--- config.mk ---
export PLATFORM = sky130hd
export DESIGN_NAME = param_stream_flat
export DESIGN_NICKNAME = d
export VERILOG_FILES = /design/src/rtl/param_stream_if.sv /design/src/rtl/param_stream.sv /design/src/flat_wrapper.sv
export SDC_FILE = /design/constraint.sdc
export NUM_CORES = 1
export LEC_CHECK = 0
export CAP_MARGIN = 25
export CORE_UTILIZATION = 55
export DETAILED_ROUTE_END_ITERATION = 12
export GPL_TIMING_DRIVEN = 0
export PLACE_DENSITY_LB_ADDON = 0.08
export REMOVE_ABC_BUFFERS = 1
export SLEW_MARGIN = 20
export SYNTH_ARGS = -nofsm -noshare
export SYNTH_HDL_FRONTEND = slang
export SYNTH_SLANG_ARGS = --single-unit
--- constraint.sdc ---
create_clock -name clk -period 5.8 [get_ports clk]
set_input_delay 1.16 -clock clk [delete_from_list [all_inputs] [get_ports clk]]
set_output_delay 1.16 -clock clk [all_outputs]
set_load 0.02 [all_outputs]
--- src/rtl/param_stream_if.sv ---
// Bundles the ROM read port and the output word stream of the parameter-fetch engine.
// master = engine side, slave = ROM/consumer side.
interface param_stream_if #(
  parameter int DWIDTH = 16*9,
  parameter int AWIDTH = 16
);
  logic              mem_en;
  logic [AWIDTH-1:0] mem_addr;
  logic [DWIDTH-1:0] mem_dout;
  logic              out_valid;
  logic              out_ready;
  logic [DWIDTH-1:0] out_data;
  logic              out_last_i;
  logic              out_last;

  modport master (
    output mem_en, mem_addr, out_valid, out_data, out_last_i, out_last,
    input  mem_dout, out_ready
  );

  modport slave (
    input  mem_en, mem_addr, out_valid, out_data, out_last_i, out_last,
    output mem_dout, out_ready
  );
endinterface

--- src/rtl/param_stream.sv ---
// Parameter-fetch engine: walks base + o*pitch + i over a synchronous ROM and streams
// the words through a credit-controlled FWFT buffer with full back-pressure.
module param_stream #(
  parameter int DWIDTH     = 16*9,
  parameter int AWIDTH     = 16,
  parameter int CWIDTH     = 8,
  parameter int MEM_LAT    = 1,
  parameter int FIFO_DEPTH = 4
) (
  input  logic              clk,
  input  logic              rst_n,
  input  logic              start,
  input  logic [AWIDTH-1:0] base_addr,
  input  logic [AWIDTH-1:0] pitch,
  input  logic [CWIDTH-1:0] n_outer,
  input  logic [CWIDTH-1:0] n_inner,
  input  logic              abort,
  output logic              busy,
  output logic              done,
  param_stream_if.master    bus
);
  localparam int PW = (FIFO_DEPTH > 1) ? $clog2(FIFO_DEPTH) : 1;
  localparam int CW = PW + 1;

  typedef enum logic [1:0] {S_IDLE, S_ISSUE, S_DRAIN, S_FIN} state_t;

  state_t              state_q, state_d;
  logic [AWIDTH-1:0]   row_base_q, row_base_d, pitch_q, pitch_d;
  logic [CWIDTH-1:0]   n_outer_q, n_outer_d, n_inner_q, n_inner_d;
  logic [CWIDTH-1:0]   o_q, o_d, i_q, i_d;
  logic [MEM_LAT-1:0]  vld_sr_q, vld_sr_d, lasti_sr_q, lasti_sr_d, last_sr_q, last_sr_d;
  logic [CW-1:0]       inflight_q, inflight_d, count_q, count_d;
  logic [PW-1:0]       wr_ptr_q, wr_ptr_d, rd_ptr_q, rd_ptr_d;
  logic [DWIDTH+1:0]   fifo_mem_q [FIFO_DEPTH];

  logic                credit, issue, row_end, win_end, push, pop;
  logic [DWIDTH+1:0]   head;

  assign row_end = (i_q == n_inner_q - CWIDTH'(1));
  assign win_end = row_end && (o_q == n_outer_q - CWIDTH'(1));
  // Reads already issued still own a buffer slot, so the FIFO can never overflow.
  assign credit  = ({1'b0, inflight_q} + {1'b0, count_q}) < (CW+1)'(FIFO_DEPTH);
  assign push    = vld_sr_q[MEM_LAT-1];
  assign pop     = bus.out_valid && bus.out_ready;
  assign head    = fifo_mem_q[rd_ptr_q];

  assign bus.mem_en     = issue;
  assign bus.mem_addr   = row_base_q + AWIDTH'(i_q);
  assign bus.out_valid  = (count_q != '0);
  assign bus.out_data   = bus.out_valid ? head[DWIDTH-1:0] : '0;
  assign bus.out_last_i = bus.out_valid && head[DWIDTH];
  assign bus.out_last   = bus.out_valid && head[DWIDTH+1];

  always_ff @(posedge clk or negedge rst_n) begin
    if (!rst_n) state_q <= S_IDLE;
    else        state_q <= state_d;
  end

  always_comb begin
    state_d = state_q;
    unique case (state_q)
      S_IDLE:  if (start) state_d = (n_outer == '0 || n_inner == '0) ? S_FIN : S_ISSUE;
      S_ISSUE: if (issue && win_end) state_d = S_DRAIN;
      S_DRAIN: if (pop && head[DWIDTH+1]) state_d = S_FIN;
      S_FIN:   state_d = S_IDLE;
      default: state_d = S_IDLE;
    endcase
    if (abort) state_d = S_IDLE;
  end

  always_comb begin
    busy  = 1'b0;
    done  = 1'b0;
    issue = 1'b0;
    unique case (state_q)
      S_ISSUE: begin busy = 1'b1; issue = credit; end
      S_DRAIN: busy = 1'b1;
      S_FIN:   done = 1'b1;
      default: ;
    endcase
  end

  always_comb begin
    row_base_d = row_base_q;
    pitch_d    = pitch_q;
    n_outer_d  = n_outer_q;
    n_inner_d  = n_inner_q;
    o_d        = o_q;
    i_d        = i_q;
    if (state_q == S_IDLE && start && !abort) begin
      row_base_d = base_addr;
      pitch_d    = pitch;
      n_outer_d  = n_outer;
      n_inner_d  = n_inner;
      o_d        = '0;
      i_d        = '0;
    end else if (issue) begin
      if (row_end) begin
        i_d        = '0;
        o_d        = o_q + CWIDTH'(1);
        row_base_d = row_base_q + pitch_q;
      end else begin
        i_d = i_q + CWIDTH'(1);
      end
    end
    // Tags ride alongside each read so they meet their ROM word at the buffer.
    vld_sr_d[0]   = issue;
    lasti_sr_d[0] = row_end;
    last_sr_d[0]  = win_end;
    for (int k = 1; k < MEM_LAT; k++) begin
      vld_sr_d[k]   = vld_sr_q[k-1];
      lasti_sr_d[k] = lasti_sr_q[k-1];
      last_sr_d[k]  = last_sr_q[k-1];
    end
    inflight_d = inflight_q + CW'(issue) - CW'(push);
    count_d    = count_q + CW'(push) - CW'(pop);
    wr_ptr_d   = push ? wr_ptr_q + PW'(1) : wr_ptr_q;
    rd_ptr_d   = pop  ? rd_ptr_q + PW'(1) : rd_ptr_q;
    if (abort) begin
      vld_sr_d   = '0;
      inflight_d = '0;
      count_d    = '0;
      wr_ptr_d   = '0;
      rd_ptr_d   = '0;
    end
  end

  always_ff @(posedge clk or negedge rst_n) begin
    if (!rst_n) begin
      row_base_q <= '0;
      pitch_q    <= '0;
      n_outer_q  <= '0;
      n_inner_q  <= '0;
      o_q        <= '0;
      i_q        <= '0;
      vld_sr_q   <= '0;
      lasti_sr_q <= '0;
      last_sr_q  <= '0;
      inflight_q <= '0;
      count_q    <= '0;
      wr_ptr_q   <= '0;
      rd_ptr_q   <= '0;
    end else begin
      row_base_q <= row_base_d;
      pitch_q    <= pitch_d;
      n_outer_q  <= n_outer_d;
      n_inner_q  <= n_inner_d;
      o_q        <= o_d;
      i_q        <= i_d;
      vld_sr_q   <= vld_sr_d;
      lasti_sr_q <= lasti_sr_d;
      last_sr_q  <= last_sr_d;
      inflight_q <= inflight_d;
      count_q    <= count_d;
      wr_ptr_q   <= wr_ptr_d;
      rd_ptr_q   <= rd_ptr_d;
    end
  end

  // Buffer storage is data only; occupancy and pointers decide what is visible.
  always_ff @(posedge clk) begin
    if (push) fifo_mem_q[wr_ptr_q] <= {last_sr_q[MEM_LAT-1], lasti_sr_q[MEM_LAT-1], bus.mem_dout};
  end
endmodule

--- src/flat_wrapper.sv ---
// flat-port wrapper written by rule: the top's interface ports become plain ports
module param_stream_flat 
#(
  parameter int DWIDTH     = 16*9,
  parameter int AWIDTH     = 16,
  parameter int CWIDTH     = 8,
  parameter int MEM_LAT    = 1,
  parameter int FIFO_DEPTH = 4
)
  (clk, rst_n, start, base_addr, pitch, n_outer, n_inner, abort, busy, done, bus_mem_en, bus_mem_addr, bus_out_valid, bus_out_data, bus_out_last_i, bus_out_last, bus_mem_dout, bus_out_ready);
  param_stream_if #(.DWIDTH(DWIDTH), .AWIDTH(AWIDTH)) bus_i ();
  input  logic clk;
  input  logic rst_n;
  input  logic start;
  input  logic [AWIDTH-1:0] base_addr;
  input  logic [AWIDTH-1:0] pitch;
  input  logic [CWIDTH-1:0] n_outer;
  input  logic [CWIDTH-1:0] n_inner;
  input  logic abort;
  output logic busy;
  output logic done;
  output wire logic [$bits(bus_i.mem_en)-1:0] bus_mem_en;
  output wire logic [$bits(bus_i.mem_addr)-1:0] bus_mem_addr;
  output wire logic [$bits(bus_i.out_valid)-1:0] bus_out_valid;
  output wire logic [$bits(bus_i.out_data)-1:0] bus_out_data;
  output wire logic [$bits(bus_i.out_last_i)-1:0] bus_out_last_i;
  output wire logic [$bits(bus_i.out_last)-1:0] bus_out_last;
  input wire logic [$bits(bus_i.mem_dout)-1:0] bus_mem_dout;
  input wire logic [$bits(bus_i.out_ready)-1:0] bus_out_ready;
  assign bus_mem_en = bus_i.mem_en;
  assign bus_mem_addr = bus_i.mem_addr;
  assign bus_out_valid = bus_i.out_valid;
  assign bus_out_data = bus_i.out_data;
  assign bus_out_last_i = bus_i.out_last_i;
  assign bus_out_last = bus_i.out_last;
  assign bus_i.mem_dout = bus_mem_dout;
  assign bus_i.out_ready = bus_out_ready;
  param_stream #(.DWIDTH(DWIDTH), .AWIDTH(AWIDTH), .CWIDTH(CWIDTH), .MEM_LAT(MEM_LAT), .FIFO_DEPTH(FIFO_DEPTH)) u_core (.clk(clk), .rst_n(rst_n), .start(start), .base_addr(base_addr), .pitch(pitch), .n_outer(n_outer), .n_inner(n_inner), .abort(abort), .busy(busy), .done(done), .bus(bus_i));
endmodule
==> impl_metrics.py <==
metrics = {
    "critical_path": {
        "start_kind": "flip-flop",
        "cp.arrival_ns": 3.65,
        "path_class": "flip-flop to output port",
        "worstPathRequired_ns": 4.64,
        "cp-end-kind": "output port",
        "critPathMaxFanout": 6,
    },
    "flow_run": {
        "max-cap-violations": 0,
    },
    "logic_synthesis": {
        "ys_warn_count": 0,
        "synthTopCellsByArea": "edfxtp_1 (64%), mux4_2 (12%), dfrtp_1 (7.2%), and2_1 (3.5%), ha_1 (1.9%)",
        "yosys_most_used_dff": "edfxtp_1",
        "synth_seq_area_share_pct": 71.54,
        "synth_seq_cells": 663,
        "synth_edf_count": 584,
        "yosysTopAreaCell": "edfxtp_1",
        "syn_area_per_cell_um2": 17.79,
        "synthesis.instances": 1533,
        "yosysTopAreaCellShare_pct": 64.29,
        "async_flop_share_pct": 11.92,
        "synth_cell_types": 69,
        "yosysMostFrequentCell": "edfxtp_1",
        "syn-cell-area_um2": 27280,
        "synth_common_cells": "edfxtp_1 (584), and2_1 (152), mux4_2 (146)",
    },
    "power": {
        "internal_power_mw": 10.81,
        "comb_power_share_pct": 36.3,
        "power_density_nw_per_um2": 459.2,
        "p_leak_nw": 11.67,
        "power_frac_clock_pct": 26.1,
        "vdd_drop_max_uv": 405.6,
        "finalPower_mw": 15.72,
        "sw_frac_of_total_pct": 31.26,
        "seqPwrFrac_pct": 37.6,
        "switching_power_mw": 4.915,
    },
    "floorplan": {
        "core_area_um2": 48950,
        "rows": 81,
        "io_pins": 363,
        "start_util_pct": 55.72,
        "dieArea_um2": 50490,
        "die_y_um": 224.7,
        "dieWidth_um": 224.7,
    },
    "timing": {
        "maxSlewHeadroom_pct": 41.86,
        "fin_setup_tns_ns": 0,
        "rsz0062_at_grt": "false",
        "tightest_slew_ns": 0.8722,
        "clock.fmax_ghz": 0.2079,
        "setup_viol": 0,
        "finClkSkew_ns": 0.02151,
        "period_minus_slack_ns": 4.811,
        "hold_viol_final": 0,
        "hold_ws_ns": 0.4862,
        "maxSlewViolCount": 0,
        "fin_crit_sh_pct": 82.94,
        "worst_slack_ns": 0.9893,
    },
    "drt": {
        "via_per_inst": 5.562,
        "first_iter_violations": 834,
        "wl_um": 58260,
        "dr.pass1.iters": 6,
        "vias": 14701,
        "drc": 0,
        "antenna_left": 0,
        "post_drt_wl_per_cell_um": 22.04,
    },
    "placed_design": {
        "globalplace.congestion": 0.8113,
        "dpl_cell_area_um2": 32150,
        "dpl.hpwl_um": 37630,
        "dpl.cell_count": 2519,
        "dp_slack_ns": 1.635,
        "port_buffers": 362,
    },
    "status": {
        "status": "finished clean",
    },
    "grt": {
        "antenna_found_initial": 9,
        "grt_max_degree": 65,
        "busiest_layer": "met2",
        "use_met2_pct": 38.69,
        "grt_pass1_vias": 15149,
        "grt_pass1_wl_um": 88770,
        "grt_use_met1_pct": 31.53,
        "met3_usage_pct": 5.487,
        "track_usage_pct": 23.60,
        "grt.overflow.total": 0,
    },
    "clock_network": {
        "clockBufferDepth": 3,
        "postCtsHoldBufs": 0,
        "htree_levels": 3,
        "clk_pin_slew_ns": 0.06,
        "insertion_delay_ns": 0.60,
        "cts_resized": 0,
        "numClockSinks": 663,
        "postCtsSetupBuffers": 0,
        "cts_tree": "built",
        "cts_buffers": 67,
        "clockRootBuffer": "clkbuf_16",
    },
    "cells_and_area": {
        "fin_area_um2": 34240,
        "area_growth_pct": 25.54,
        "final_nets": 2166,
        "drive_gt1_share_pct": 14.59,
        "stdcell_count": 2643,
        "final_core_util_pct": 69.95,
    },
    "worst_hold_path": {
        "hold_class": "flip-flop to flip-flop",
    },
}
path summary, 6_finish.rpt:
check / startpoint / to / slack (ns) / cells after the start
max: u_core.i_q[0] / bus_mem_addr[12] / 0.99 / 11
min: u_core.pitch_q[8] / u_core.pitch_q[8] / 0.49 / 2
max reg2reg: u_core.n_inner_q[0] / u_core.row_base_q[15] / 3.00 / 9
min reg2reg: u_core.pitch_q[8] / u_core.pitch_q[8] / 0.49 / 2
max in group asynchronous: rst_n / u_core.rd_ptr_q[1] / 4.68 / 2
min in group asynchronous: rst_n / u_core.n_inner_q[4] / 0.50 / 1
power groups by stage:
| stage | registers [mW] | logic, mW | clock network [mW] |
|---|---|---|---|
| global placement | 6.33 | 5.33 | 0 |
| global route | 5.97 | 6.16 | 4.37 |
| CTS | 5.92 | 5.79 | 4.19 |
| floorplan | 6.16 | 3.50 | 0 |
| detailed placement | 6.02 | 5.75 | 0 |
| finish | 5.92 | 5.71 | 4.10 |
cells by family (layout without fill, tap and decap cells):
logic type	Yosys count	count (layout)	synth area share, %
DFF	663	663	71.54
AOI/OAI and AO/OA	105	105	2.477
adders and majority gates	45	45	2.174
xor gates and xnor gates	60	60	1.927
other	0	5	0
muxes	161	161	12.60
buffers and inverters	97	538	1.440
and+or+nand+nor	402	402	7.839
flip-flops by register name, summed over array words and instances, names as in the netlist, 2 cells and up:
register and flops:
u_core.n_inner_q 8, u_core.count_q 3, u_core.inflight_q 3, u_core.pitch_q 16, u_core.n_outer_q 8, u_core.o_q 8, u_core.fifo_mem_q 584, u_core.wr_ptr_q 2
u_core.row_base_q 16, u_core.i_q 8, u_core.state_q 2, u_core.rd_ptr_q 2
final cells by class:
type | instances | area [um^2]
fillers | 3201 | 14710
flip-flops and latches | 663 | 19520
clock buffers | 83 | 1831
repair buffers | 391 | 4299
inverters | 28 | 105.1
well taps | 664 | 830.8
diodes | 5 | 12.51
multi-input cells | 773 | 7393
clock inverters | 36 | 250.2
layer usage:
| metal | wire length [um] | vias to the layer above | share of wire, % |
|---|---|---|---|
| met4 | 1137 | 10 | 2.0 |
| met5 | 65 | - | 0.11 |
| met1 | 24510 | 7489 | 42 |
| met2 | 29120 | 398 | 50 |
| met3 | 3421 | 86 | 5.9 |
| li1 | - | 6718 | - |
worst max-delay path: stages, from the launching register on:
cell and delay [ns]:
dfrtp_1 0.48, ha_1 0.21, inv_1 0.05, fa_1 0.41, nor2b_1 0.12, o21ai_0 0.11
a21oi_1 0.20, o21ai_0 0.13, a21oi_1 0.37, nand3_1 0.15, xnor2_1 0.20, clkdlybuf4s50_1 0.64
cells in the final DEF, fill, tap and decap left out, types with 16 or more instances in the layout:
| cell type | n |
|---|---|
| clkbuf_16 | 70 |
| buf_12 | 16 |
| a21oi_1 | 23 |
| clkinv_1 | 22 |
| xor2_1 | 25 |
| clkdlybuf4s50_1 | 361 |
| edfxtp_1 | 584 |
| inv_1 | 28 |
| nand2_1 | 123 |
| ha_1 | 41 |
| o21ai_0 | 38 |
| and2_1 | 148 |
| xnor2_1 | 35 |
| nor2_1 | 38 |
| dfrtp_1 | 77 |
| mux4_2 | 146 |
Note: power is estimated with default switching activity, not from simulation.
